[src/rtl/clkdiv_prog.sv]
// clkdiv_prog: runtime-programmable clock divider / clock-enable generator.
// A counter runs 0 .. period-1. The output is low for (period - high) cycles,
// then high for the remaining `high` cycles. A one-cycle tick marks the last
// cycle of each period. New period/high values arrive over a valid/ready
// handshake. They are clamped, held in a shadow, and applied only at a period
// boundary, or immediately while counting is disabled.
//
// Ports:
//   clk, rst    system clock, synchronous active-high reset
//   en          count enable; counter, output and active config hold when 0
//   cfg_valid   configuration offered
//   cfg_ready   configuration can be accepted (low while one is pending)
//   cfg_period  requested period in clk cycles (clamped to >= 2)
//   cfg_high    requested high time in clk cycles (clamped to <= period)
//   div_out     divided output, registered
//   tick        registered pulse on the last cycle of each period
//   cfg_err     one-cycle pulse after an accepted configuration was clamped
//   cnt_out     current counter value
module clkdiv_prog #(
    parameter int unsigned WIDTH          = 28,
    parameter int unsigned DEFAULT_PERIOD = 100000000,
    parameter int unsigned DEFAULT_HIGH   = DEFAULT_PERIOD / 2
) (
    input  logic             clk,
    input  logic             rst,
    input  logic             en,
    input  logic             cfg_valid,
    output logic             cfg_ready,
    input  logic [WIDTH-1:0] cfg_period,
    input  logic [WIDTH-1:0] cfg_high,
    output logic             div_out,
    output logic             tick,
    output logic             cfg_err,
    output logic [WIDTH-1:0] cnt_out
);

    localparam logic [WIDTH-1:0] DEF_PERIOD = WIDTH'(DEFAULT_PERIOD);
    localparam logic [WIDTH-1:0] DEF_HIGH   = WIDTH'(DEFAULT_HIGH);
    localparam logic [WIDTH-1:0] MIN_PERIOD = WIDTH'(2);
    localparam logic [WIDTH-1:0] ONE        = WIDTH'(1);
    // At cnt = 0 the output is high only when the low phase is empty.
    localparam logic             DEF_DIV    = (DEFAULT_HIGH >= DEFAULT_PERIOD);

    typedef enum logic {
        ST_RUN  = 1'b0,
        ST_PEND = 1'b1
    } state_t;

    state_t           r_state;
    state_t           w_state_nx;

    logic [WIDTH-1:0] r_cnt;
    logic [WIDTH-1:0] r_period;
    logic [WIDTH-1:0] r_high;
    logic [WIDTH-1:0] r_sh_period;
    logic [WIDTH-1:0] r_sh_high;
    logic             r_div;
    logic             r_tick;
    logic             r_err;
    logic             r_ready;

    logic [WIDTH-1:0] w_cnt_nx;
    logic [WIDTH-1:0] w_period_nx;
    logic [WIDTH-1:0] w_high_nx;
    logic [WIDTH-1:0] w_sh_period_nx;
    logic [WIDTH-1:0] w_sh_high_nx;
    logic [WIDTH-1:0] w_cl_period;
    logic [WIDTH-1:0] w_cl_high;
    logic             w_clamped;
    logic             w_xfer;
    logic             w_wrap;
    logic             w_div_nx;
    logic             w_tick_nx;
    logic             w_err_nx;
    logic             w_ready_nx;

    // Handshake decode and clamping of the offered configuration.
    always_comb begin
        w_xfer      = cfg_valid && (r_state == ST_RUN);
        w_cl_period = (cfg_period < MIN_PERIOD) ? MIN_PERIOD : cfg_period;
        w_cl_high   = (cfg_high > w_cl_period) ? w_cl_period : cfg_high;
        w_clamped   = (cfg_period < MIN_PERIOD) || (cfg_high > w_cl_period);
        w_wrap      = en && (r_cnt == (r_period - ONE));
    end

    // Next-state: counter, active/shadow configuration and control state.
    always_comb begin
        w_state_nx     = r_state;
        w_cnt_nx       = r_cnt;
        w_period_nx    = r_period;
        w_high_nx      = r_high;
        w_sh_period_nx = r_sh_period;
        w_sh_high_nx   = r_sh_high;

        case (r_state)
            ST_RUN: begin
                if (w_wrap && w_xfer) begin
                    // Offered on the boundary itself: apply without pending.
                    w_period_nx = w_cl_period;
                    w_high_nx   = w_cl_high;
                    w_cnt_nx    = '0;
                end else begin
                    if (en) begin
                        w_cnt_nx = w_wrap ? '0 : (r_cnt + ONE);
                    end
                    if (w_xfer) begin
                        w_sh_period_nx = w_cl_period;
                        w_sh_high_nx   = w_cl_high;
                        w_state_nx     = ST_PEND;
                    end
                end
            end
            ST_PEND: begin
                // Apply at the wrap, or at once while the counter is stopped.
                if (w_wrap || !en) begin
                    w_period_nx = r_sh_period;
                    w_high_nx   = r_sh_high;
                    w_cnt_nx    = '0;
                    w_state_nx  = ST_RUN;
                end else begin
                    w_cnt_nx = r_cnt + ONE;
                end
            end
            default: begin
                w_state_nx = ST_RUN;
            end
        endcase

        // Outputs are computed from next-state so they align with cnt_out.
        w_div_nx   = (w_cnt_nx >= (w_period_nx - w_high_nx));
        w_tick_nx  = en && (w_cnt_nx == (w_period_nx - ONE));
        w_err_nx   = w_xfer && w_clamped;
        w_ready_nx = (w_state_nx == ST_RUN);
    end

    // State and output registers.
    always_ff @(posedge clk) begin
        if (rst) begin
            r_state     <= ST_RUN;
            r_cnt       <= '0;
            r_period    <= DEF_PERIOD;
            r_high      <= DEF_HIGH;
            r_sh_period <= DEF_PERIOD;
            r_sh_high   <= DEF_HIGH;
            r_div       <= DEF_DIV;
            r_tick      <= 1'b0;
            r_err       <= 1'b0;
            r_ready     <= 1'b1;
        end else begin
            r_state     <= w_state_nx;
            r_cnt       <= w_cnt_nx;
            r_period    <= w_period_nx;
            r_high      <= w_high_nx;
            r_sh_period <= w_sh_period_nx;
            r_sh_high   <= w_sh_high_nx;
            r_div       <= w_div_nx;
            r_tick      <= w_tick_nx;
            r_err       <= w_err_nx;
            r_ready     <= w_ready_nx;
        end
    end

    assign cfg_ready = r_ready;
    assign div_out   = r_div;
    assign tick      = r_tick;
    assign cfg_err   = r_err;
    assign cnt_out   = r_cnt;

endmodule
[config.mk]
export PLATFORM = sky130hd
export DESIGN_NAME = clkdiv_prog
export DESIGN_NICKNAME = d
export VERILOG_FILES = /design/src/rtl/clkdiv_prog.sv
export SDC_FILE = /design/constraint.sdc
export NUM_CORES = 1
export LEC_CHECK = 0
export ABC_AREA = 0
export CORE_MARGIN = 3
export CORE_UTILIZATION = 46
export CTS_CLUSTER_SIZE = 20
export DETAILED_ROUTE_END_ITERATION = 12
export HOLD_SLACK_MARGIN = 0.15
export PLACE_DENSITY = 0.64
export REMOVE_ABC_BUFFERS = 1
export SLEW_MARGIN = 30
export SYNTH_ARGS = -nofsm -noshare
export SYNTH_HDL_FRONTEND = slang
export SYNTH_SLANG_ARGS = --single-unit
export TNS_END_PERCENT = 30
[constraint.sdc]
create_clock -name clk -period 11.8 [get_ports clk]
set_clock_uncertainty 0.2 [all_clocks]
set_input_delay 2.36 -clock clk [delete_from_list [all_inputs] [get_ports clk]]
set_output_delay 2.36 -clock clk [all_outputs]
set_load 0.02 [all_outputs]
Word level (Yosys, flattened, before mapping)
Cells that the tools add are included.
{"block": "op_classes", "addsub": 4, "mul": 0, "n_div": 0, "order_cmp": 3, "n_eq_ne": 2, "shifts": 0, "muxes": 17, "bitwise_logic": 3, "n_reduce_logical": 9}
{"cell": "$mux W28", "n": 10}
{"cell": "$pmux W28 S2", "n": 3}
{"cell": "$eq A28 B28 Y1", "n": 2}
{"cell": "$sub A28 B1 Y28 const B", "n": 2}
{"cell": "$add A28 B1 Y28 const B", "n": 1}
{"cell": "$ge A28 B28 Y1", "n": 1}
{"cell": "$gt A28 B28 Y1", "n": 1}
{"cell": "$lt A28 B2 Y1 const B", "n": 1}
{"cell": "$sub A28 B28 Y28", "n": 1}
{"cell": "$logic_and A1 B1 Y1", "n": 5}
{"cell": "$mux W1", "n": 3}
{"cell": "$not A1 Y1", "n": 3}
{"cell": "$reduce_and A3 Y1", "n": 1}
{"cell": "$logic_or A1 B1 Y1", "n": 2}
{"cell": "$pmux W1 S2", "n": 1}
{"cell": "$logic_not A1 Y1", "n": 1}
{"block": "totals", "regBits": 145, "latch_bits": 0, "ramBits": 0, "mem_bits_ro": 0, "input_bits": 60, "wordCells": 48, "n_memories": 0}

Logic depth before layout (Yosys ltp)
{"block": "depth", "depth_word": 9, "ltp_mapped": 45, "mapped_depth_nobuf": 44}

Worst setup path before layout
OpenSTA, ideal clock, no wires.
{"block": "synth_path", "path_type": "in2reg", "start": "input port cfg_period[20]", "end": "register r_div (netlist: div_out)", "arrival_ns": 9.196, "slack_ns": 2.276, "cell_stages": 44, "path_cell_list": "nor4_1 -> nand4_1 -> nor2_1 -> or2_2 -> inv_1 -> ha_1 -> nor2b_1 -> o21a_1 -> o21ai_0 -> nand2b_1 -> a21oi_1 -> nand2_1 -> a21oi_1 -> nor2b_1 -> o21ai_0 -> nand2_1 -> a21oi_1 -> a41o_1 -> [... 8 more ...] -> o21bai_1 -> a21oi_1 -> o21bai_1 -> a41o_1 -> o21ai_0 -> nand4b_1 -> a31oi_1 -> a21oi_1 -> o21bai_1 -> a21oi_1 -> o31ai_1 -> o21ai_0 -> nand2b_1 -> xnor2_1 -> ha_1 -> a21o_1 -> a211oi_1 -> o2bb2ai_1"}
{"block": "synth_between", "elab_chain_len": 8}
{"element": "start: declaration", "line": "29", "rtl": "input logic [WIDTH-1:0] cfg_period,"}
{"element": "$lt A28 B2 Y1", "line": "80", "rtl": "w_cl_period = (cfg_period < MIN_PERIOD) ? MIN_PERIOD : cfg_period;"}
{"element": "$mux W28 (*)", "line": "80"}
{"element": "$gt A28 B28 Y1", "line": "81", "rtl": "w_cl_high = (cfg_high > w_cl_period) ? w_cl_period : cfg_high;"}
{"element": "$mux W28", "line": "81"}
{"element": "$mux W28", "line": "97", "rtl": "if (w_wrap && w_xfer) begin"}
{"element": "$pmux W28 S2", "line": "95", "rtl": "case (r_state)"}
{"element": "$sub A28 B28 Y28 (*)", "line": "130", "rtl": "w_div_nx = (w_cnt_nx >= (w_period_nx - w_high_nx));"}
{"element": "$ge A28 B28 Y1 (*)", "line": "130"}
{"element": "end signal: assignment", "line": "156", "rtl": "r_div <= w_div_nx;"}
{"element": "end: declaration", "line": "57", "rtl": "logic r_div;"}
Mark *: on every way between the ends. The rest lies on a longest branch, timed or not.
A chain may end at the register's enable or synchronous reset.

Worst setup path after layout
{"block": "layout_path", "start": "input port cfg_period[25]", "end": "register r_div (netlist: div_out)"}
{"block": "layout_between", "elab_chain_len": 8}
{"element": "$lt A28 B2 Y1", "line": "80"}
{"element": "$mux W28 (*)", "line": "80"}
{"element": "$gt A28 B28 Y1", "line": "81"}
{"element": "$mux W28 (*)", "line": "81"}
{"element": "$mux W28 (*)", "line": "97"}
{"element": "$pmux W28 S2 (*)", "line": "95"}
{"element": "via w_high_nx[0]", "line": "64", "rtl": "logic [WIDTH-1:0] w_high_nx;"}
{"element": "$sub A28 B28 Y28 (*)", "line": "130"}
{"element": "$ge A28 B28 Y1 (*)", "line": "130"}
Mark *: on every way through the listed nets, which the timed path passes. The rest lies on a longest branch.

==> flow_metrics.tcl <==
set metrics [dict create \
    tns_ns 0 \
    finalHoldViolations 0 \
    ant_nets 0 \
    finalMaxSlewViolations 0 \
    n_antenna_cell 0 \
    timing.hold.ws_ns 0.256 \
    synth_top_area_frac 0.261 \
    chipWidth_um 161 \
    setup_violations 0 \
    vias 10800 \
    fin_area_sq_um 12900 \
    cpMaxStageDelayCell "nor4_1" \
    drc 0 \
    boundaryPins 92 \
    yosysMostFrequentCell "nand2_1" \
    grt-ovfl-total 0 \
    synth_common_cells "nand2_1 (189), dfxtp_1 (145), nor2_1 (139)" \
    topRoutingLayerUsed "met4" \
    chipHeight_um 161 \
    synth_area_leader_cell "dfxtp_1" \
    drt_iter0_drc 983 \
    p_leak_nw 5.48 \
    outcome "finished, final reports clean" \
    finalNetCount 1679 \
    critPathLaunchType "input pin" \
    end_kind "flip-flop" \
    portBuffers 91 \
    total_power_mw 1.50 \
    final_util 0.545 \
    postCtsSetupBuffers 0 \
    ctsHoldBuffers 0 \
    crit_required_ns 11.90 \
    period_minus_slack_ns 10.74 \
    hold_class "flip-flop to flip-flop" \
    dr.pass1.iters 6 \
    gp_congestion 0.901 \
    synthTopCellsByArea "dfxtp_1 (26%), ha_1 (9.7%), nand2_1 (6.4%)" \
    synthArstFlopShare 0 \
    antenna_found_initial 0 \
    max-cap-violations 0 \
    routed-wl-met2_um 15600 \
    grt_pass1_vias 9977 \
    drive_gt1_frac 0.0544 \
    grtUsageTotal 0.268 \
    grt_max_degree 94 \
    ys_seq_area_frac 0.261 \
    synth.cell_area_sq_um 11100 \
    crit_top_cell "a21oi_1" \
    wire_per_inst_um 18.9 \
    worst_pin_slew_ns 0.956 \
    clockRootBuffer "clkbuf_16" \
    grt_pass1_wl_um 55300 \
    crit_type "input pin to flip-flop" \
    synth-warning-count 0 \
    synth_edf_count 0 \
    start_util 0.471 \
    vias_per_cell 5.81 \
    cts_tree "built" \
    power_density_nw_per_um2 117 \
    hpwl_um 26500 \
    cts_sinks 145 \
    yosysUniqueCellTypes 76 \
    post-route-period-util 0.910 \
    cts.path.max_buffers 2 \
    grt_setup_unrepaired "false" \
    place_area_sq_um 12300 \
    clock_latency_ns 0.44 \
    max_slew_margin 0.363 \
    synth_seq_cells 145 \
    cts_buffers 17 \
    cts.clk_slew.worst_paths_ns 0.06 \
    h-tree-depth 4 \
    wl_met3_um 2030 \
    synthCells 1478 \
    core_area_sq_um 23600 \
    max_stage_delay_ns 0.62 \
    area_growth_pct 15.9 \
    vdd_drop_max_mv 0.0764 \
    cp_max_fo 6 \
    wl_met1_um 17200 \
    dieArea_sq_um 26100 \
    wirelength_um 35200 \
    crit_arrival_ns 10.84 \
    synth_area_per_cell_sq_um 7.52 \
    max_freq_mhz 93.1 \
    ctsResizeCount 0 \
    placementRows 56 \
    ys.flop_type "dfxtp_1" \
]
[registers in the layout, indices dropped and copies added (netlist names)]
name and cells:
r_period 28, cfg_err 1, r_sh_period 28, tick 1, cfg_ready 1, r_sh_high 28, div_out 1, r_high 28
cnt_out 28, r_state 1
[placed cells by master (no fill, tap or decap), types with 12 or more instances in the layout]
cell | synthesis | layout
nand3_1 | 34 | 34
inv_1 | 82 | 82
clkbuf_16 | 0 | 17
a22o_1 | 22 | 22
nand2b_1 | 45 | 45
nor3_1 | 33 | 33
or3_1 | 16 | 16
nand4_1 | 26 | 26
nor2_1 | 139 | 138
nand3b_1 | 21 | 21
xnor2_1 | 60 | 60
a22oi_1 | 15 | 15
clkdlybuf4s50_1 | 0 | 90
o21ai_0 | 81 | 81
ha_1 | 86 | 86
nand2_1 | 189 | 189
and3_1 | 12 | 12
nor4_1 | 18 | 18
a21o_1 | 26 | 26
buf_4 | 0 | 16
o21a_1 | 12 | 12
nor2b_1 | 37 | 37
mux2i_1 | 17 | 17
a211oi_1 | 17 | 17
a21oi_1 | 92 | 91
xor2_1 | 23 | 23
dfxtp_1 | 145 | 145
[cell families after synthesis]
| family | share of synthesized area |
|---|---|
| AND/OR/NAND/NOR | 0.283 |
| buffers and inverters | 0.0539 |
| AO/OA/AOI/OAI | 0.219 |
| flip-flops | 0.261 |
| multiplexers | 0.0194 |
| adder cells (fa/ha/maj) | 0.0986 |
| XOR/XNOR | 0.0654 |
[per-stage QoR]
stage | setup slack (ns) | cells
final | 1.06 | 1864
after global routing | 0.417 | 1864
after CTS | 1.13 | 1864
after detailed placement | 0.735 | 1832
after global placement | 0.894 | 1832
after floorplan | 1.94 | 1407
[power by group]
part,internal [mW],total [mW],switching [mW]
Combinational,0.168,0.400,0.232
Sequential,0.515,0.533,0.0186
Clock,0.327,0.569,0.242
[layer usage]
metal,vias up,global-route usage
met1,5122,0.393
met3,25,0.0264
met5,-,0
met2,325,0.423
li1,5355,-
met4,0,0.0634
[worst max-delay path, delay by kind of cell]
family                   cells  cell delay (ns)
AO/OA/AOI/OAI               24             4.23
AND/OR/NAND/NOR             11             2.08
adder cells (fa/ha/maj)      4             1.18
buffers and inverters        3             0.72
XOR/XNOR                     1             0.13
multiplexers                 1             0.12
[final cells by class]
type	instances	area [sq um]
flip-flops and latches	145	2900
inverters	84	315
well taps	319	399
repair buffers	106	1020
clock inverters	13	149
clock buffers	19	453
fillers	2278	10700
multi-input cells	1178	7640
[worst paths after layout]
kind	from	endpoint	slack (ns)	cells past startpoint
max	cfg_period[25]	div_out$_SDFF_PP0_	1.06	44
min	r_sh_period[17]$_SDFFE_PP0P_	r_sh_period[17]$_SDFFE_PP0P_	0.26	2
max reg2reg	r_period[0]$_SDFF_PP0_	div_out$_SDFF_PP0_	2.71	34
min reg2reg	r_sh_period[17]$_SDFFE_PP0P_	r_sh_period[17]$_SDFFE_PP0P_	0.26	2
Note: power is estimated with default switching activity, not from simulation.
